$ cat config.mk
export PLATFORM = sky130hd
export DESIGN_NAME = axi4_rd_arbiter_2to1
export DESIGN_NICKNAME = d
export VERILOG_FILES = /design/src/rtl/axi4_rd_arbiter_2to1.sv
export SDC_FILE = /design/constraint.sdc
export NUM_CORES = 1
export LEC_CHECK = 0
export ABC_AREA = 0
export ABC_CLOCK_PERIOD_IN_PS = 6000
export BUFFER_PORTS_ARGS = -buffer_cell sky130_fd_sc_hd__buf_2
export CORE_AREA = 2 2 216 218
export CTS_BUF_LIST = sky130_fd_sc_hd__clkbuf_2 sky130_fd_sc_hd__clkbuf_4 sky130_fd_sc_hd__clkbuf_8
export DETAILED_ROUTE_END_ITERATION = 8
export DIE_AREA = 0 0 218 220
export SYNTH_ARGS = -nofsm -noshare
export SYNTH_HDL_FRONTEND = slang
export SYNTH_SLANG_ARGS = --single-unit
export TNS_END_PERCENT = 1
$ cat constraint.sdc
create_clock -name CLK -period 6 [get_ports CLK]
set_clock_uncertainty 0.2 [all_clocks]
set_input_delay 0.9 -clock CLK [delete_from_list [all_inputs] [get_ports CLK]]
set_output_delay 0.9 -clock CLK [all_outputs]
set_load 0.05 [all_outputs]
$ cat src/rtl/axi4_rd_arbiter_2to1.sv
// axi4_rd_arbiter_2to1
//   Two-requester AXI4 read-channel arbiter with a single outstanding burst downstream.
//   States: idle -> addr (AR forwarded) -> data (R forwarded) -> idle.
//   Ports:
//     CLK, nRST                 clock and synchronous active-low reset
//     S0_AR*/S1_AR*             requester read-address channels (payload, VALID in, READY out)
//     S0_R*/S1_R*               requester read-data channels (payload, VALID out, READY in)
//     M_AR*, M_R*               shared downstream address/data channels
//     GRANT                     index of the current or most recently granted requester
//     PROT_ERR                  sticky burst-length mismatch flag (cleared only by reset)
//   Build option: define ARB_FIXED_PRIORITY_EN for fixed S0 priority; round-robin otherwise.

module axi4_rd_arbiter_2to1 #(
    parameter int unsigned C_THREAD_ID_WIDTH = 1,
    parameter int unsigned C_ADDR_WIDTH      = 32,
    parameter int unsigned C_DATA_WIDTH      = 128,
    parameter int unsigned C_USE_AXI4        = 1,
    localparam int unsigned LenW             = (C_USE_AXI4 != 0) ? 8 : 4
) (
    input  logic                         CLK,
    input  logic                         nRST,
    input  logic [C_THREAD_ID_WIDTH-1:0] S0_ARID,
    input  logic [C_ADDR_WIDTH-1:0]      S0_ARADDR,
    input  logic [LenW-1:0]              S0_ARLEN,
    input  logic [2:0]                   S0_ARSIZE,
    input  logic [1:0]                   S0_ARBURST,
    input  logic                         S0_ARVALID,
    output logic                         S0_ARREADY,
    output logic [C_THREAD_ID_WIDTH-1:0] S0_RID,
    output logic [C_DATA_WIDTH-1:0]      S0_RDATA,
    output logic [1:0]                   S0_RRESP,
    output logic                         S0_RLAST,
    output logic                         S0_RVALID,
    input  logic                         S0_RREADY,
    input  logic [C_THREAD_ID_WIDTH-1:0] S1_ARID,
    input  logic [C_ADDR_WIDTH-1:0]      S1_ARADDR,
    input  logic [LenW-1:0]              S1_ARLEN,
    input  logic [2:0]                   S1_ARSIZE,
    input  logic [1:0]                   S1_ARBURST,
    input  logic                         S1_ARVALID,
    output logic                         S1_ARREADY,
    output logic [C_THREAD_ID_WIDTH-1:0] S1_RID,
    output logic [C_DATA_WIDTH-1:0]      S1_RDATA,
    output logic [1:0]                   S1_RRESP,
    output logic                         S1_RLAST,
    output logic                         S1_RVALID,
    input  logic                         S1_RREADY,
    output logic [C_THREAD_ID_WIDTH-1:0] M_ARID,
    output logic [C_ADDR_WIDTH-1:0]      M_ARADDR,
    output logic [LenW-1:0]              M_ARLEN,
    output logic [2:0]                   M_ARSIZE,
    output logic [1:0]                   M_ARBURST,
    output logic                         M_ARVALID,
    input  logic                         M_ARREADY,
    input  logic [C_THREAD_ID_WIDTH-1:0] M_RID,
    input  logic [C_DATA_WIDTH-1:0]      M_RDATA,
    input  logic [1:0]                   M_RRESP,
    input  logic                         M_RLAST,
    input  logic                         M_RVALID,
    output logic                         M_RREADY,
    output logic                         GRANT,
    output logic                         PROT_ERR
);

    typedef enum logic [1:0] {StIdle, StAddr, StData} state_e;

    state_e     state_q, state_d;
    logic       grant_q, grant_d;
    logic [7:0] cnt_q, cnt_d;
    logic       prot_err_q, prot_err_d;

    logic       winner;
    logic       g_rready;
    logic       in_addr;
    logic       in_data;

    // Handshake outputs are gated by nRST so they read 0 during a reset cycle.
    assign in_addr  = nRST && (state_q == StAddr);
    assign in_data  = nRST && (state_q == StData);
    assign g_rready = grant_q ? S1_RREADY : S0_RREADY;

`ifdef ARB_FIXED_PRIORITY_EN
    assign winner = S0_ARVALID ? 1'b0 : 1'b1;
`else
    // Both requesting: the one not granted last wins; otherwise the only requester wins.
    assign winner = (S0_ARVALID && S1_ARVALID) ? ~grant_q : S1_ARVALID;
`endif

    // Address channel: granted payload passes straight through.
    assign M_ARID     = grant_q ? S1_ARID    : S0_ARID;
    assign M_ARADDR   = grant_q ? S1_ARADDR  : S0_ARADDR;
    assign M_ARLEN    = grant_q ? S1_ARLEN   : S0_ARLEN;
    assign M_ARSIZE   = grant_q ? S1_ARSIZE  : S0_ARSIZE;
    assign M_ARBURST  = grant_q ? S1_ARBURST : S0_ARBURST;
    assign M_ARVALID  = in_addr;
    assign S0_ARREADY = in_addr && !grant_q && M_ARREADY;
    assign S1_ARREADY = in_addr &&  grant_q && M_ARREADY;

    // Data channel: payload is broadcast, only VALID is steered to the granted port.
    assign S0_RID    = M_RID;
    assign S0_RDATA  = M_RDATA;
    assign S0_RRESP  = M_RRESP;
    assign S0_RLAST  = M_RLAST;
    assign S1_RID    = M_RID;
    assign S1_RDATA  = M_RDATA;
    assign S1_RRESP  = M_RRESP;
    assign S1_RLAST  = M_RLAST;
    assign S0_RVALID = in_data && !grant_q && M_RVALID;
    assign S1_RVALID = in_data &&  grant_q && M_RVALID;
    assign M_RREADY  = in_data && g_rready;

    assign GRANT    = grant_q;
    assign PROT_ERR = prot_err_q;

    always_comb begin
        state_d    = state_q;
        grant_d    = grant_q;
        cnt_d      = cnt_q;
        prot_err_d = prot_err_q;
        unique case (state_q)
            StIdle: begin
                if (S0_ARVALID || S1_ARVALID) begin
                    grant_d = winner;
                    state_d = StAddr;
                end
            end
            StAddr: begin
                if (M_ARREADY) begin
                    cnt_d   = 8'(M_ARLEN);
                    state_d = StData;
                end
            end
            StData: begin
                if (M_RVALID && g_rready) begin
                    if (M_RLAST) begin
                        if (cnt_q != 8'd0) prot_err_d = 1'b1;
                        state_d = StIdle;
                    end else if (cnt_q == 8'd0) begin
                        // Extra beat beyond ARLEN: flag it and hold the counter at 0.
                        prot_err_d = 1'b1;
                    end else begin
                        cnt_d = cnt_q - 8'd1;
                    end
                end
            end
            default: state_d = StIdle;
        endcase
    end

    always_ff @(posedge CLK) begin
        if (!nRST) begin
            state_q    <= StIdle;
            grant_q    <= 1'b1;
            cnt_q      <= 8'd0;
            prot_err_q <= 1'b0;
        end else begin
            state_q    <= state_d;
            grant_q    <= grant_d;
            cnt_q      <= cnt_d;
            prot_err_q <= prot_err_d;
        end
    end

endmodule

-- Yosys cells after proc, flatten, opt, wreduce, memory -nomap -nowiden
Cells that the tools add are included.
- add/sub/neg operators: 1
- eq/ne operators: 9
- muxes and demuxes: 20
- bitwise operators: 1
- reduce and logical (&&, ||, !) cells: 24
- operator list (kind ; count):
    $mux 8 ; 5
    $mux 32 ; 1
    $pmux 8 s2 ; 1
    $logic_and 1x1->1 ; 13
    $mux 2 ; 5
    $ne 2x2->1 const B ; 5
    $logic_not 8->1 ; 1
    $reduce_and 4->1 ; 2
    $reduce_bool 8->1 ; 1
    $sub 8x1->8 const B ; 1
    $mux 1 ; 6
    $pmux 2 s3 ; 1
    $reduce_and 5->1 ; 1
    $ne 2x1->1 const B ; 2
    $reduce_bool 2->1 ; 2
    $mux 3 ; 1
    $eq 2x1->1 const B ; 1
    $eq 2x2->1 const B ; 1
    $logic_not 2->1 ; 1
    $reduce_and 2->1 ; 1
    $logic_not 1->1 ; 1
    $logic_or 1x1->1 ; 1
    $not 1->1 ; 1
- register bits: 12
- bits of input ports: 232
- output and inout bits: 318
- logic and storage cells: 59

-- Longest topological paths before layout
Gate-level depths: netlist of the first run.
- word-level depth: 5
- depth in mapped cells: 7
- depth with buffers taken out: 6

-- Least setup slack after synthesis of the first run
Ideal clock, no wire load.
- path type: input to output
- start: input nRST
- end: output S0_ARREADY
- arrival time: 2.948 ns
- required time: 4.900 ns
- path slack: 1.952 ns
- stages: 5
- path buffers: 1
- cell sequence: clkbuf_1 > clkinv_1 > nor2_1 > nand2_1 > nor2_1
- cells in the longest elaborated chain, start to end: 3
- ends and longest elaborated chain (item ; line ; RTL):
    start, declared ; 21 ; input logic nRST,
    $logic_and 1x1->1 ; 78 ; assign in_addr = nRST && (state_q == StAddr);
    via M_ARVALID ; 53 ; output logic M_ARVALID,
    $logic_and 1x1->1 (2 in series) ; 96 ; assign S0_ARREADY = in_addr && !grant_q && M_ARREADY;
    end, declared ; 28 ; output logic S0_ARREADY,
The timed path passes the listed nets, and every way through them passes these cells.

-- Final worst setup path of the first run
- start: input nRST
- end: output S0_ARREADY
- cells in the longest elaborated chain, start to end: 3
- ends and longest elaborated chain (item ; line):
    $logic_and 1x1->1 ; 78
    $logic_and 1x1->1 (2 in series) ; 96
No other way between the ends.

==> run_results.csv, run 1 <==
group,metric,value,unit
clocking,clk_path_buf_depth,2,
power_and_ir_drop,pwr-share-comb,62.9,%
synthesis,ys_types,51,
clocking,cts-root-buf,"clkbuf_8",
sta,rsz0062_at_grt,"no",
global_routing,globalRouteTotalUtil,4.89,%
sta,fin_ws,2.67,ns
routing,vias,2281,
critical_path,path_class,"input pin to primary output",
floorplanning,ios,550,
synthesis,ys.flop_type,"dfxtp_1",
sta,hold_viol,0,
synthesis,synthArstFlopShare,0,%
synthesis,yosys.area.top_type,"buf_4",
global_routing,grt_pass1_vias,2173,
cells_and_area,nNetsFinal,555,
sta,setup_tns,0,ns
critical_path,critPathArrivalTime,2.23,ns
power_and_ir_drop,seq_power_share,19.9,%
synthesis,synthCells,437,
floorplanning,fp-row-count,79,
routing,post_drt_wl_per_cell,14.1,µm
min_path,hold_class,"flip-flop to flip-flop",
floorplanning,core_area,0.0459,mm²
routing,vias_per_cell,2.46,
clocking,cts_sinks,12,
routing,drc,0,
critical_path,worst_setup_path_end_kind,"primary output",
synthesis,syn_nets,671,
routing,ant_nets,0,
sta,slew_headroom,60.4,%
synthesis,synth_warnings,0,
placement,place_ws,2.66,ns
sta,worstMarginPinSlew,0.586,ns
clocking,cts_tree,"built",
min_path,hold_depth,1,
synthesis,ys_ff_latch,12,
power_and_ir_drop,powerDensity,178,mW/mm²
sta,fin_crit_sh,55.5,%
synthesis,yosysTopAreaCellShare,56.5,%
power_and_ir_drop,p_leak,1.19,nW
synthesis,netlist_top_cells_area,"buf_4, mux2_2, dfxtp_1",
critical_path,reg2regPathDepth,6,
cells_and_area,syn_to_final_growth,-13.1,%
clocking,cts.reportedPaths.clkPinSlew,0.06,ns
placement,hpwlAfterDp,11.4,mm
clocking,cts_hold_buf,0,
power_and_ir_drop,p_int,0.259,mW
critical_path,startpoint_type,"input pin",
power_and_ir_drop,ir_worst_vdd,0.0916,mV
synthesis,synth_edf_count,0,
power_and_ir_drop,switchingPower,0.283,mW
routing,routed_wl,13.1,mm
placement,gp_congestion,0.677,
cells_and_area,drive_above_1_share,67.5,%
clocking,clk_latency,0.25,ns
synthesis,avgSynthCellArea,8.03,µm²
critical_path,rrSetupSlack,3.69,ns
floorplanning,start_util,7.65,%
flow_run,max_cap_viol_count,0,
global_routing,grt_max_degree,40,
clocking,cts_buffers,3,
critical_path,crit_path_max_fanout,18,
global_routing,antenna_found_initial,0,
power_and_ir_drop,p_clk_share,17.2,%
clocking,cts_max_level,1,
sta,fmax,0.300,GHz
synthesis,synth_area,0.00351,mm²
sta,setup_viol,0,
critical_path,required,4.90,ns
cells_and_area,antenna_cells,0,
run_status,status,"finished, final reports clean",
global_routing,grt_pass1_wl,16.1,mm
power_and_ir_drop,switching_share,52.2,%
placement,io_buffers,156,
sta,maxSlewViolCount,0,
floorplanning,die_w,218,µm
floorplanning,die_h,220,µm
synthesis,ys_seq_area_share,6.84,%
routing,first_pass_iters,4,
sta,layout_min_cycle_time,3.33,ns
clocking,cts_resized,0,
clocking,post_cts.repair.setup_buffers,0,
global_routing,grt_overflow,0,
floorplanning,die_area,0.0480,mm²
cells_and_area,fillCellCount,5429,
routing,drt_iter0_drc,107,
==> routing by layer <==
| layer | wire (µm) | vias up | track usage [%] | part of all wire (%) |
|---|---|---|---|---|
| li1 | - | 955 | - | - |
| met1 | 3640 | 929 | 4.14 | 28 |
| met2 | 6050 | 277 | 8.14 | 46 |
| met3 | 1960 | 120 | 2.14 | 15 |
| met4 | 1400 | 0 | 5.58 | 11 |
| met5 | 0 | - | 0 | 0 |
==> worst max-delay path, cell delays in order <==
cell and delay (ns):
buf_2 0.29, clkinv_1 0.35, nor2_1 0.23, nand2_1 0.09
nor2_1 0.08, buf_2 0.28
==> logic make-up (layout without fill, tap and decap cells) <==
family                   after synthesis  after routing  synth area share [%]
buffers and inverters                284            167                  59.5
AND/OR/NAND/NOR                       51             51                  8.24
multiplexers                          49             49                  15.6
AO/OA/AOI/OAI                         39             39                  9.09
flip-flops                            12             12                  6.84
adder cells (fa/ha/maj)                2              2                 0.713
==> path summary, 6_finish.rpt <==
kind | startpoint | to
worst max-delay path | nRST | S0_ARREADY
worst min-delay path | PROT_ERR$_SDFFE_PN0P_ | PROT_ERR$_SDFFE_PN0P_
worst max register to register | cnt_q[0]$_SDFFE_PN0P_ | cnt_q[6]$_SDFFE_PN0P_
worst min register to register | PROT_ERR$_SDFFE_PN0P_ | PROT_ERR$_SDFFE_PN0P_
==> layout by cell type, fill, tap and decap left out, drive strengths merged, types with 2 or more instances in the layout <==
cell	count
o21ai	5
nor4b	2
or3	2
mux2i	3
and2	2
dfxtp	12
nand4	3
o32ai	2
buf	157
and3	2
nor2	14
nand2b	2
nand2	9
mux2	46
inv	5
clkbuf	4
a211oi	3
nor4	2
a21oi	9
a32oi	2
o211ai	5
nor3	3
nand3	4
ha	2
or4b	2
==> flip-flops by register name, indices dropped and copies added, names as in the netlist <==
signal and flops:
GRANT 1, PROT_ERR 1, cnt_q 8, state_q 2
==> cell type report <==
cell class                      count  area (µm²)  share of cell area [%]
Clock buffer                        4        55.1                    1.80
Inverter                            6        22.5                   0.738
Multi-Input combinational cell    141        1180                    38.7
Sequential cell                    12         244                    8.00
Tap cell                          607         759                    24.9
Timing Repair Buffer              157         788                    25.8
==> power by group through the flow <==
stage / clock network, mW / logic, mW / registers [mW]
after floorplan: 0 / 0.720 / 0.102
after global placement: 0 / 0.344 / 0.109
after detailed placement: 0 / 0.347 / 0.110
after CTS: 0.0949 / 0.348 / 0.108
after global routing: 0.0966 / 0.368 / 0.111
final: 0.0932 / 0.341 / 0.108
==> stage by stage <==
step | cell area [µm²] | total power, mW | instances | utilization [%] | hold slack (ns)
2_1_floorplan | 3510 | 0.822 | 437 | - | 0.267
3_3_place_gp | 3000 | 0.453 | 923 | 6.53 | 0.251
3_5_place_dp | 3000 | 0.457 | 923 | 6.53 | 0.251
4_1_cts | 3050 | 0.552 | 927 | 6.65 | 0.265
5_1_grt | 3050 | 0.576 | 927 | 6.65 | 0.282
6_report | 3050 | 0.542 | 927 | 6.65 | 0.260
==> synthesized netlist by cell type (3+ instances only) <==
library cell	count
nor2_1	14
buf_4	264
a21oi_1	9
nand2_1	9
o21ai_0	4
nand3_1	4
inv_1	5
buf_6	3
mux2i_1	3
mux2_2	46
clkbuf_1	3
buf_2	7
nor3_1	3
o211ai_1	5
dfxtp_1	12
nand4_1	3
(Power assumes the default switching activity.)
==> run 2, diff against run 1 <==
--- a/config.mk
+++ b/config.mk
@@ -6,12 +6,12 @@
 export NUM_CORES = 1
 export LEC_CHECK = 0
 export ABC_AREA = 0
-export ABC_CLOCK_PERIOD_IN_PS = 6000
+export ABC_CLOCK_PERIOD_IN_PS = 3300
 export BUFFER_PORTS_ARGS = -buffer_cell sky130_fd_sc_hd__buf_2
-export CORE_AREA = 2 2 216 218
+export CORE_AREA = 2 2 217 219
 export CTS_BUF_LIST = sky130_fd_sc_hd__clkbuf_2 sky130_fd_sc_hd__clkbuf_4 sky130_fd_sc_hd__clkbuf_8
 export DETAILED_ROUTE_END_ITERATION = 8
-export DIE_AREA = 0 0 218 220
+export DIE_AREA = 0 0 219 221
 export SYNTH_ARGS = -nofsm -noshare
 export SYNTH_HDL_FRONTEND = slang
 export SYNTH_SLANG_ARGS = --single-unit
==> constraint.sdc (replaced) <==
create_clock -name CLK -period 3.3 [get_ports CLK]
set_clock_uncertainty 0.2 [all_clocks]
set_input_delay 0.495 -clock CLK [delete_from_list [all_inputs] [get_ports CLK]]
set_output_delay 0.495 -clock CLK [all_outputs]
set_load 0.05 [all_outputs]
==> run 2 against run 1 <==
Clock power increased by 48%. Register-to-register slack got worse by 2.6 ns. Sequential power increased by 77%. Sequential share of layout area decreased by 0.10 points. Count of clock-buffer cells in the layout decreased by 1. Wire length increased by 8.2%. Highest routed layer is now met5.
==> run_results.csv, run 2 (synthesis gave the netlist of run 1 again) <==
group,metric,value,unit
routing,drt_iter0_drc,105,
critical_path,cp_top_family,"simple AND/OR/NAND/NOR gates",
min_path,min_from,"PROT_ERR$_SDFFE_PN0P_",
routing,routed_wl,14.1,mm
critical_path,crit_chain,"and2b_1 > nand3_1 > nor2_1 > buf_2",
power_and_ir_drop,p_leak,1.19,nW
cells_and_area,fillCellCount,5424,
sta,maxSlewViolCount,0,
critical_path,crit_path_max_fanout,12,
sta,slew_headroom,53.7,%
sta,fin_crit_sh,80.6,%
floorplanning,die_h,221,µm
critical_path,critPathBufInv,1,
clocking,clk_path_buf_depth,2,
critical_path,r2r-start,"GRANT$_SDFFE_PN1P_",
global_routing,globalRouteTotalUtil,5.31,%
critical_path,reg2regPathDepth,5,
floorplanning,core_area,0.0461,mm²
cells_and_area,final_common_cell,"buf_2",
flow_run,max_cap_viol_count,0,
cells_and_area,syn_to_final_growth,-12.8,%
sta,fmax,0.376,GHz
routing,wl_met3,2.21,mm
sta,rsz0062_at_grt,"no",
critical_path,timing.rr.end,"cnt_q[3]$_SDFFE_PN0P_",
global_routing,grt_pass1_wl,17.1,mm
sta,hold_viol,0,
critical_path,critPathArrivalTime,1.96,ns
cells_and_area,final_cell_area,0.00306,mm²
critical_path,startpoint_type,"flip-flop",
global_routing,antenna_found_initial,9,
clocking,cts_buffers,3,
routing,vias_per_cell,2.51,
clocking,cts_sinks,12,
routing,post_drt_wl_per_cell,15.2,µm
clocking,cts-root-buf,"clkbuf_8",
cells_and_area,nNetsFinal,556,
cells_and_area,largest_reg_flops,8,
global_routing,grt_max_degree,36,
critical_path,worst_setup_path_end_kind,"primary output",
placement,io_buffers,156,
cells_and_area,post-route-util,6.64,%
power_and_ir_drop,power,0.964,mW
placement,hpwlAfterDp,12.5,mm
min_path,hold_end,"PROT_ERR$_SDFFE_PN0P_",
routing,wirelength_met1,3.58,mm
floorplanning,fp-row-count,79,
power_and_ir_drop,ir_worst_vdd,0.0912,mV
floorplanning,ios,550,
sta,worstMarginPinSlew,0.685,ns
routing,ant_nets,0,
min_path,hold_depth,1,
placement,place_area,0.00301,mm²
critical_path,rrSetupSlack,1.13,ns
global_routing,grt_overflow,0,
clocking,post_cts.repair.setup_buffers,0,
clocking,cts_resized,0,
floorplanning,die_area,0.0484,mm²
run_status,status,"finished, final reports clean",
routing,vias,2332,
cells_and_area,mostFrequentLayoutCells,"buf_2, mux2_2, nor2_1",
floorplanning,start_util,7.62,%
critical_path,path_class,"flip-flop to primary output",
clocking,cts_max_level,1,
global_routing,grt_pass1_vias,2340,
cells_and_area,top_register,"cnt_q",
cells_and_area,drive_above_1_share,67.5,%
critical_path,required,2.60,ns
sta,layout_min_cycle_time,2.66,ns
sta,setup_viol,0,
power_and_ir_drop,powerDensity,315,mW/mm²
placement,gp_congestion,0.739,
clocking,clk_latency,0.25,ns
clocking,cts_hold_buf,0,
cells_and_area,reg_top3,"cnt_q: 8 flops, state_q: 2 flops",
routing,drc,0,
routing,top_layer_used,"met5",
clocking,cts_tree,"built",
routing,wl_met2,7.24,mm
critical_path,critical-path-max-stage-delay,0.60,ns
sta,setup_tns,0,ns
critical_path,startpoint,"state_q[1]$_SDFFE_PN0P_",
min_path,hold_class,"flip-flop to flip-flop",
clocking,cts.reportedPaths.clkPinSlew,0.06,ns
critical_path,cp_slowest_cell,"dfxtp_1",
routing,first_pass_iters,4,
floorplanning,die_w,219,µm
## run 2: where the power goes
part           leakage [nW]  internal (mW)  switching (mW)  total (mW)
logic                  1.07          0.208           0.427       0.635
registers            0.0981          0.162          0.0288       0.191
clock network        0.0216         0.0807          0.0578       0.138
total                  1.19          0.450           0.514       0.964
## run 2: stage by stage
stage	setup WS (ns)	cells	hold slack (ns)
after floorplan	0.0625	437	0.267
after global placement	0.692	924	0.269
after detailed placement	0.664	924	0.258
after CTS	0.610	927	0.270
after global routing	0.508	928	0.287
final	0.641	929	0.266
## run 2: area by class of cell
type | count | area, µm² | share of cell area, %
Inverter | 6 | 22.5 | 0.736
Timing Repair Buffer | 158 | 808 | 26.4
Multi-Input combinational cell | 141 | 1180 | 38.6
Sequential cell | 12 | 241 | 7.89
Tap cell | 607 | 759 | 24.8
Antenna cell | 2 | 5.00 | 0.164
Clock buffer | 3 | 41.3 | 1.35
## run 2: per-layer routing
metal  global-route usage, %  up-vias
met2                    10.4      302
met1                    3.67      952
li1                        -      955
met5                       0        -
met4                    4.25        2
met3                    2.57      121
## run 2: worst max-delay path by stage
stage / to / cells past startpoint
after global placement: S0_ARREADY / 6
after CTS: S1_RVALID / 4
after detailed placement: S1_ARREADY / 6
after global routing: S0_RVALID / 4
after floorplan: S0_ARREADY / 5
final: S1_RVALID / 4
